### src/rtl/result_uart_reporter.sv
// ============================================================================
// result_uart_reporter : turns each new pass/fail verdict into a 9-byte ASCII
// UART 8N1 report ("G<d>:PASS\r\n" etc.), drives verdict LEDs, counts reports.
// Revision: 1.0
// ============================================================================
`default_nettype none

module result_uart_reporter #(
  parameter int CLK_HZ = 50000000,
  parameter int BAUD   = 9600
) (
  input  logic       clk,
  input  logic       rst_n,
  input  logic       pass_i,
  input  logic       fail_i,
  input  logic [2:0] gate_id_i,
  input  logic       report_en_i,
  output logic       uart_tx_o,
  output logic       busy_o,
  output logic       led_pass_o,
  output logic       led_fail_o,
  output logic [7:0] sent_count_o
);

  localparam int            DIV  = CLK_HZ / BAUD;
  localparam int            TW   = $clog2(DIV);
  localparam logic [TW-1:0] TMAX = TW'(DIV - 1);

  typedef enum logic [2:0] {
    S_IDLE, S_LOAD, S_START, S_DATA, S_STOP, S_DONE
  } state_t;

  state_t        state_q, state_d;
  logic [1:0]    verdict_q;
  logic          pend_q, pend_d;
  logic [1:0]    pend_kind_q, pend_kind_d;
  logic [2:0]    pend_gate_q, pend_gate_d;
  logic [1:0]    msg_kind_q, msg_kind_d;
  logic [2:0]    msg_gate_q, msg_gate_d;
  logic [3:0]    byte_idx_q, byte_idx_d;
  logic [2:0]    bit_idx_q, bit_idx_d;
  logic [TW-1:0] timer_q, timer_d;
  logic [7:0]    shreg_q, shreg_d;
  logic          tx_q, tx_d;
  logic          led_pass_q, led_pass_d;
  logic          led_fail_q, led_fail_d;
  logic [7:0]    sent_q, sent_d;
  logic [1:0]    cur_w;
  logic          event_w;

  function automatic logic [7:0] byte_of(input logic [3:0] idx, input logic [1:0] kind,
                                          input logic [2:0] gate);
    logic [31:0] word;
    logic [7:0]  b;
    case (kind)
      2'b10:   word = 32'h5041_5353;
      2'b01:   word = 32'h4641_494C;
      default: word = 32'h4552_5220;
    endcase
    case (idx)
      4'd0:    b = 8'h47;
      4'd1:    b = 8'h30 + {5'b0, gate};
      4'd2:    b = 8'h3A;
      4'd3:    b = word[31:24];
      4'd4:    b = word[23:16];
      4'd5:    b = word[15:8];
      4'd6:    b = word[7:0];
      4'd7:    b = 8'h0D;
      default: b = 8'h0A;
    endcase
    return b;
  endfunction

  assign cur_w   = {pass_i, fail_i};
  assign event_w = (cur_w != verdict_q) && (cur_w != 2'b00);

  always_comb begin
    state_d     = state_q;
    pend_d      = pend_q;
    pend_kind_d = pend_kind_q;
    pend_gate_d = pend_gate_q;
    msg_kind_d  = msg_kind_q;
    msg_gate_d  = msg_gate_q;
    byte_idx_d  = byte_idx_q;
    bit_idx_d   = bit_idx_q;
    timer_d     = timer_q;
    shreg_d     = shreg_q;
    led_pass_d  = led_pass_q;
    led_fail_d  = led_fail_q;
    sent_d      = sent_q;
    tx_d        = 1'b1;

    case (state_q)
      S_IDLE: begin
        if (pend_q) begin
          msg_kind_d = pend_kind_q;
          msg_gate_d = pend_gate_q;
          led_pass_d = pend_kind_q[1];
          led_fail_d = pend_kind_q[0];
          pend_d     = 1'b0;
          byte_idx_d = 4'd0;
          state_d    = S_LOAD;
        end
      end
      S_LOAD: begin
        shreg_d   = byte_of(byte_idx_q, msg_kind_q, msg_gate_q);
        timer_d   = '0;
        bit_idx_d = 3'd0;
        state_d   = S_START;
      end
      S_START: begin
        tx_d = 1'b0;
        if (timer_q == TMAX) begin
          timer_d = '0;
          state_d = S_DATA;
        end else begin
          timer_d = timer_q + 1'b1;
        end
      end
      S_DATA: begin
        tx_d = shreg_q[0];
        if (timer_q == TMAX) begin
          timer_d   = '0;
          shreg_d   = {1'b0, shreg_q[7:1]};
          bit_idx_d = bit_idx_q + 3'd1;
          if (bit_idx_q == 3'd7) state_d = S_STOP;
        end else begin
          timer_d = timer_q + 1'b1;
        end
      end
      S_STOP: begin
        if (timer_q == TMAX) begin
          timer_d    = '0;
          byte_idx_d = byte_idx_q + 4'd1;
          state_d    = (byte_idx_q == 4'd8) ? S_DONE : S_LOAD;
        end else begin
          timer_d = timer_q + 1'b1;
        end
      end
      S_DONE: begin
        sent_d  = sent_q + 8'd1;
        state_d = S_IDLE;
      end
      default: state_d = S_IDLE;
    endcase

    // Capture after the IDLE hand-off so a same-cycle event refills the slot.
    if (event_w && report_en_i) begin
      pend_d      = 1'b1;
      pend_kind_d = cur_w;
      pend_gate_d = gate_id_i;
    end
  end

  always_ff @(posedge clk or negedge rst_n) begin
    if (!rst_n) begin
      state_q     <= S_IDLE;
      verdict_q   <= 2'b00;
      pend_q      <= 1'b0;
      pend_kind_q <= 2'b00;
      pend_gate_q <= 3'd0;
      msg_kind_q  <= 2'b00;
      msg_gate_q  <= 3'd0;
      byte_idx_q  <= 4'd0;
      bit_idx_q   <= 3'd0;
      timer_q     <= '0;
      shreg_q     <= 8'h00;
      tx_q        <= 1'b1;
      led_pass_q  <= 1'b0;
      led_fail_q  <= 1'b0;
      sent_q      <= 8'd0;
    end else begin
      state_q     <= state_d;
      verdict_q   <= cur_w;
      pend_q      <= pend_d;
      pend_kind_q <= pend_kind_d;
      pend_gate_q <= pend_gate_d;
      msg_kind_q  <= msg_kind_d;
      msg_gate_q  <= msg_gate_d;
      byte_idx_q  <= byte_idx_d;
      bit_idx_q   <= bit_idx_d;
      timer_q     <= timer_d;
      shreg_q     <= shreg_d;
      tx_q        <= tx_d;
      led_pass_q  <= led_pass_d;
      led_fail_q  <= led_fail_d;
      sent_q      <= sent_d;
    end
  end

  assign uart_tx_o    = tx_q;
  assign busy_o       = (state_q != S_IDLE);
  assign led_pass_o   = led_pass_q;
  assign led_fail_o   = led_fail_q;
  assign sent_count_o = sent_q;

endmodule

`default_nettype wire

### config.mk
export PLATFORM = sky130hd
export DESIGN_NAME = result_uart_reporter
export DESIGN_NICKNAME = d
export VERILOG_FILES = /design/src/rtl/result_uart_reporter.sv
export SDC_FILE = /design/constraint.sdc
export NUM_CORES = 1
export LEC_CHECK = 0
export CELL_PAD_IN_SITES_DETAIL_PLACEMENT = 0
export CELL_PAD_IN_SITES_GLOBAL_PLACEMENT = 2
export CORE_ASPECT_RATIO = 0.8
export CORE_MARGIN = 8
export CORE_UTILIZATION = 30
export CTS_CLUSTER_SIZE = 24
export DETAILED_ROUTE_END_ITERATION = 16
export PLACE_DENSITY_LB_ADDON = 0.1
export SLEW_MARGIN = 15
export SYNTH_ARGS = -nofsm -noshare
export SYNTH_HDL_FRONTEND = slang
export SYNTH_SLANG_ARGS = --single-unit
### constraint.sdc
create_clock -name clk -period 2.5 [get_ports clk]
set_input_delay 0.375 -clock clk [delete_from_list [all_inputs] [get_ports clk]]
set_output_delay 0.375 -clock clk [all_outputs]
set_load 0.005 [all_outputs]
==> flow_metrics.tcl, run 1 <==
set metrics [dict create \
    insertion_delay_ns 0.29 \
    timing.setup.tns_ns 0 \
    synth.most_common_cell "dfrtp_1" \
    r2r_start "timer_q[0]$_DFFE_PN0P_" \
    synth_top_area_share_pct 44.5 \
    ys.flop_type "dfrtp_1" \
    placed_cell_area_sq_mm 0.00320 \
    grt_max_degree 30 \
    power.leakage_nw 1.41 \
    synth-async-reset-ratio_pct 100 \
    cts_tree "done" \
    htreeDepth 2 \
    drc 0 \
    core_sq_mm 0.00949 \
    fin_area_sq_mm 0.00339 \
    synth_edf_count 0 \
    dieArea_sq_mm 0.0130 \
    hold_viol_final 0 \
    yosys-top-cells-count "51 x dfrtp_1, 28 x nand2_1, 19 x o21ai_0, 14 x a31oi_1" \
    avgSynthCellArea_sq_um 9.85 \
    tightest_slew_ns 0.594 \
    vdd_drop_max_mv 0.299 \
    wl_microns 7220 \
    outcome "completed" \
    grt_pass1_wl_microns 12300 \
    timing_worst_setup_path_type "flop to output pin" \
    vias_per_cell 5.23 \
    cts.clk_slew.worst_paths_ns 0.07 \
    max_freq_mhz 446 \
    core.rowCount 32 \
    min_period_ns 2.24 \
    register_area_sq_mm 0.00130 \
    finalMaxSlewViolations 0 \
    yosysWarnings 0 \
    power.internal_mw 1.42 \
    synth_cell_type_count 52 \
    swShare_pct 19.6 \
    grt_pass1_vias 2190 \
    critPathLaunchType "flop" \
    timing.final.crit_share_pct 89.6 \
    overflow 0 \
    diodes 0 \
    hp-class "input pin to async pin" \
    port_buffers 19 \
    synth-seq-cells 52 \
    cts_repair_resize_count 0 \
    finalClockSkew_ns 0.00684 \
    worstPathRequired_ns 2.12 \
    pwr-share-seq_pct 49.2 \
    start_util_pct 30.2 \
    max_slew_margin_pct 60.0 \
    fill_cells 966 \
    io-pin-count 20 \
    gp_congestion 0.797 \
    syn-instance-count 291 \
    switchingPower_uw 348 \
    r2r_end "shreg_q[4]$_DFFE_PN0P_" \
    r2r_slack_ns 0.44 \
    fin_util_pct 35.7 \
    synthToLayoutAreaGrowth_pct 18.1 \
    power_mw 1.77 \
    worstPathArrival_ns 1.87 \
    die_h_microns 103 \
    nets 327 \
    die_x_microns 125 \
    end_kind "output pin" \
    powerDensity_mw_per_mm2 523 \
    wire_per_inst_microns 16.9 \
    numCtsBuffers 5 \
    drive_gt1_share_pct 10.7 \
    reg2regPathDepth 5 \
    synthTopCellsByArea "dfrtp_1 45%, ha_1 5.7%, mux2_2 4.3%, nand2_1 3.7%, o21ai_0 3.3%" \
    finalSetupViolations 0 \
    postCtsHoldBufs 0 \
    multi_input_area_sq_mm 0.00144 \
    root_buffer "clkbuf_16" \
    grt_usage_pct 12.0 \
    pwr-share-comb_pct 3.9 \
    cts.sinks 52 \
    cp_max_fo 7 \
    rsz0062_at_grt "false" \
    netlist_area_sq_mm 0.00287 \
    final_antenna_net_count 0 \
    synth_fp_nets 312 \
    clock_tree.buffer_depth 2 \
    antenna_found_initial 0 \
    vias 2226 \
    postCtsSetupBuffers 0 \
    hpwl_microns 5280 \
    synth_top_area_cell "dfrtp_1" \
    drtPass1Iterations 4 \
    dr.first_iter.drc_count 145 \
    ys_seq_area_share_pct 45.4 \
    power_frac_clock_pct 46.9 \
    drv_cap 0 \
]
## worst max-delay path by stage
stage | start | to | slack, ns
after CTS | state_q[2]$_DFFE_PN0P_ | busy_o | 0.25
final | state_q[2]$_DFFE_PN0P_ | busy_o | 0.26
after floorplan | byte_idx_q[0]$_DFFE_PN0P_ | shreg_q[4]$_DFFE_PN0P_ | 0.66
after global placement | pass_i | pend_gate_q[1]$_DFFE_PN0P_ | 0.39
after global routing | state_q[2]$_DFFE_PN0P_ | busy_o | 0.16
after detailed placement | fail_i | pend_gate_q[1]$_DFFE_PN0P_ | 0.38
## metal layers
| layer | vias to the layer above | share of wire (%) | GRT usage (%) |
|---|---|---|---|
| met1 | 1093 | 56 | 17.9 |
| met4 | 0 | 0.73 | 3.08 |
| met3 | 4 | 4.4 | 3.02 |
| met5 | - | 0 | 0 |
| li1 | 1097 | - | - |
| met2 | 32 | 39 | 16.5 |
## layout make-up
cell class                 instances  area share [%]
inverter                          13            1.44
clock inverter                     1           0.887
tap                              119            4.40
sequential                        52            38.5
multi-input combinational        208            42.5
timing repair buffer              26            7.76
clock buffer                       7            4.51
## power by group through the flow
stage	clock (mW)	sequential [mW]	combinational (mW)
2_1_floorplan	0	0.885	0.0301
3_3_place_gp	0	0.888	0.0744
3_5_place_dp	0	0.888	0.0731
4_1_cts	0.871	0.871	0.0736
5_1_grt	0.894	0.874	0.0799
6_report	0.830	0.872	0.0700
## layout by cell type, fill, tap and decap left out, types with 9 or more instances in the layout
| master | instances |
|---|---|
| dfrtp_1 | 51 |
| nand2_1 | 28 |
| o21ai_0 | 19 |
| clkdlybuf4s50_1 | 18 |
| a31oi_1 | 14 |
| inv_1 | 13 |
| ha_1 | 13 |
| mux2_2 | 11 |
| nor2_1 | 11 |
| nand3_1 | 11 |
| nand4_1 | 9 |
| a21oi_1 | 9 |
## cell families (layout without fill, tap and decap cells)
family,Yosys count,in the layout,share of synthesized area (%)
adders and majority gates,13,13,5.67
and+or+nand+nor,95,95,18.3
xor gates and xnor gates,7,7,2.14
DFF,52,52,45.4
muxes,14,14,5.37
buffers and inverters,31,47,4.36
AOI/OAI and AO/OA,79,79,18.7
## stage by stage
stage	instances	worst slack (ns)	hold slack (ns)
after CTS	426	0.250	0.110
after global placement	418	0.392	0.428
after detailed placement	418	0.380	0.429
final	426	0.260	0.0944
after floorplan	291	0.660	0.0794
after global routing	426	0.155	0.137
## registers in the layout, indices dropped and copies added (netlist names), 3 cells and up
signal / flops
state_q: 3
shreg_q: 7
timer_q: 13
bit_idx_q: 3
msg_gate_q: 3
byte_idx_q: 4
pend_gate_q: 3
sent_count_o: 8
## critical path, cell delays in order, from the launching register on
cell and delay (ns):
dfrtp_1 0.46, buf_4 0.19, or3_1 0.43, clkdlybuf4s50_1 0.49
Power figures use the tool's default switching activity.
==> run 2, diff against run 1 <==
--- a/config.mk
+++ b/config.mk
@@ -12,6 +12,7 @@
 export CORE_UTILIZATION = 30
 export CTS_CLUSTER_SIZE = 24
 export DETAILED_ROUTE_END_ITERATION = 16
+export MAX_ROUTING_LAYER = met4
 export PLACE_DENSITY_LB_ADDON = 0.1
 export SLEW_MARGIN = 15
 export SYNTH_ARGS = -nofsm -noshare
==> flow_metrics.tcl, run 2 (same netlist as run 1, synthesis figures left out) <==
set metrics [dict create \
    power.internal_mw 1.42 \
    cp_max_fo 7 \
    drtPass1Iterations 4 \
    grt_pass1_vias 2193 \
    nets 327 \
    power_frac_clock_pct 46.8 \
    crit_chain "buf_4 > or3_1 > clkdlybuf4s50_1" \
    gp_congestion 0.808 \
    powerDensity_mw_per_mm2 523 \
    core_sq_mm 0.00949 \
    antenna_found_initial 0 \
    hold_viol_final 0 \
    fin_hold_ws_ns 0.0950 \
    grt_usage_pct 12.3 \
    fill_cells 966 \
    worstPathArrival_ns 1.88 \
    wl_microns 7240 \
    cp-startpoint "state_q[2]$_DFFE_PN0P_" \
    htreeDepth 2 \
    max_freq_mhz 444 \
    cp_slowest_stage_delay_ns 0.49 \
    critical_path_buf_inv_count 2 \
    finalClockSkew_ns 0.00684 \
    drv_cap 0 \
    end_kind "output pin" \
    vias 2236 \
    pwr-share-seq_pct 49.2 \
    max_flop_register "timer_q" \
    register_area_sq_mm 0.00130 \
    vias_per_cell 5.25 \
    cts_repair_resize_count 0 \
    root_buffer "clkbuf_16" \
    hpwl_microns 5280 \
    multi_input_area_sq_mm 0.00144 \
    io-pin-count 20 \
    worstPathRequired_ns 2.12 \
    swShare_pct 19.6 \
    synthToLayoutAreaGrowth_pct 18.1 \
    dieArea_sq_mm 0.0130 \
    r2r_start "timer_q[0]$_DFFE_PN0P_" \
    die_h_microns 103 \
    port_buffers 19 \
    hp-class "input pin to async pin" \
    largest_reg_flops 13 \
    cts.clk_slew.worst_paths_ns 0.07 \
    critical_path_depth 3 \
    finalSetupViolations 0 \
    postCtsSetupBuffers 0 \
    numCtsBuffers 5 \
    drc 0 \
    core.rowCount 32 \
    final_antenna_net_count 0 \
    reg2regPathDepth 5 \
    crit_slowest_cell "clkdlybuf4s50_1" \
    finalMaxSlewViolations 0 \
    final_common_cell "dfrtp_1" \
    drive_gt1_share_pct 10.7 \
    clock_tree.buffer_depth 2 \
    grt_max_degree 30 \
    postCtsHoldBufs 0 \
    critPathLaunchType "flop" \
    overflow 0 \
    critical_path.top_delay_family "buffers and inverters" \
    cts_tree "done" \
    start_util_pct 30.2 \
    vdd_drop_max_mv 0.299 \
    timing.final.crit_share_pct 90.1 \
    outcome "completed" \
    die_x_microns 125 \
    rsz0062_at_grt "false" \
    min_period_ns 2.25 \
    timing.setup.tns_ns 0 \
    diodes 0 \
    switchingPower_uw 347 \
    dr.first_iter.drc_count 154 \
    timing_worst_setup_path_type "flop to output pin" \
    grt_pass1_wl_microns 12300 \
    pwr-share-comb_pct 4.0 \
    dp.cells 418 \
    max_slew_margin_pct 59.4 \
    tightest_slew_ns 0.603 \
    power.leakage_nw 1.41 \
    wire_per_inst_microns 17.0 \
    cts.sinks 52 \
    instances_no_fill 426 \
    final_cell_mix "51 x dfrtp_1, 28 x nand2_1, 19 x o21ai_0" \
    insertion_delay_ns 0.29 \
]
[run 2: cell counts in the layout (fill, tap and decap cells not counted)]
Identical to the previous run, type by type.
[run 2: worst paths after layout]
kind / to / slack (ns)
max reg2reg: shreg_q[4]$_DFFE_PN0P_ / 0.43
min in group clk: sent_count_o[7]$_DFFE_PN0N_ / 0.48
min: msg_kind_q[1]$_DFFE_PN0P_ / 0.09
max in group asynchronous: bit_idx_q[0]$_DFFE_PN0P_ / 1.84
min reg2reg: sent_count_o[7]$_DFFE_PN0N_ / 0.48
max: busy_o / 0.25
[run 2: per-stage QoR]
| stage | total power [mW] | worst slack [ns] | util, % | instance area [sq um] |
|---|---|---|---|---|
| floorplan | 0.915 | 0.660 | - | 2870 |
| global placement | 0.962 | 0.392 | 33.8 | 3200 |
| detailed placement | 0.961 | 0.380 | 33.8 | 3200 |
| CTS | 1.82 | 0.250 | 35.7 | 3390 |
| global route | 1.85 | 0.155 | 35.7 | 3390 |
| finish | 1.77 | 0.248 | 35.7 | 3390 |
[run 2: cell type report]
type,instances,share of cell area [%]
Clock inverter,1,0.887
Sequential cell,52,38.5
Timing Repair Buffer,26,7.76
Multi-Input combinational cell,208,42.5
Tap cell,119,4.40
Clock buffer,7,4.51
Inverter,13,1.44
[run 2: per-layer routing]
| layer | part of all wire (%) | global-route usage, % |
|---|---|---|
| met4 | 0.73 | 3.08 |
| met3 | 4.2 | 2.97 |
| met2 | 39 | 16.5 |
| met5 | 0 | - |
| met1 | 56 | 18.0 |
[run 2: power by group through the flow]
stage	registers [mW]	clock network, mW	logic (mW)
final	0.872	0.830	0.0700
after global routing	0.874	0.896	0.0799
after CTS	0.871	0.871	0.0736
after detailed placement	0.888	0	0.0731
after global placement	0.888	0	0.0744
after floorplan	0.885	0	0.0301
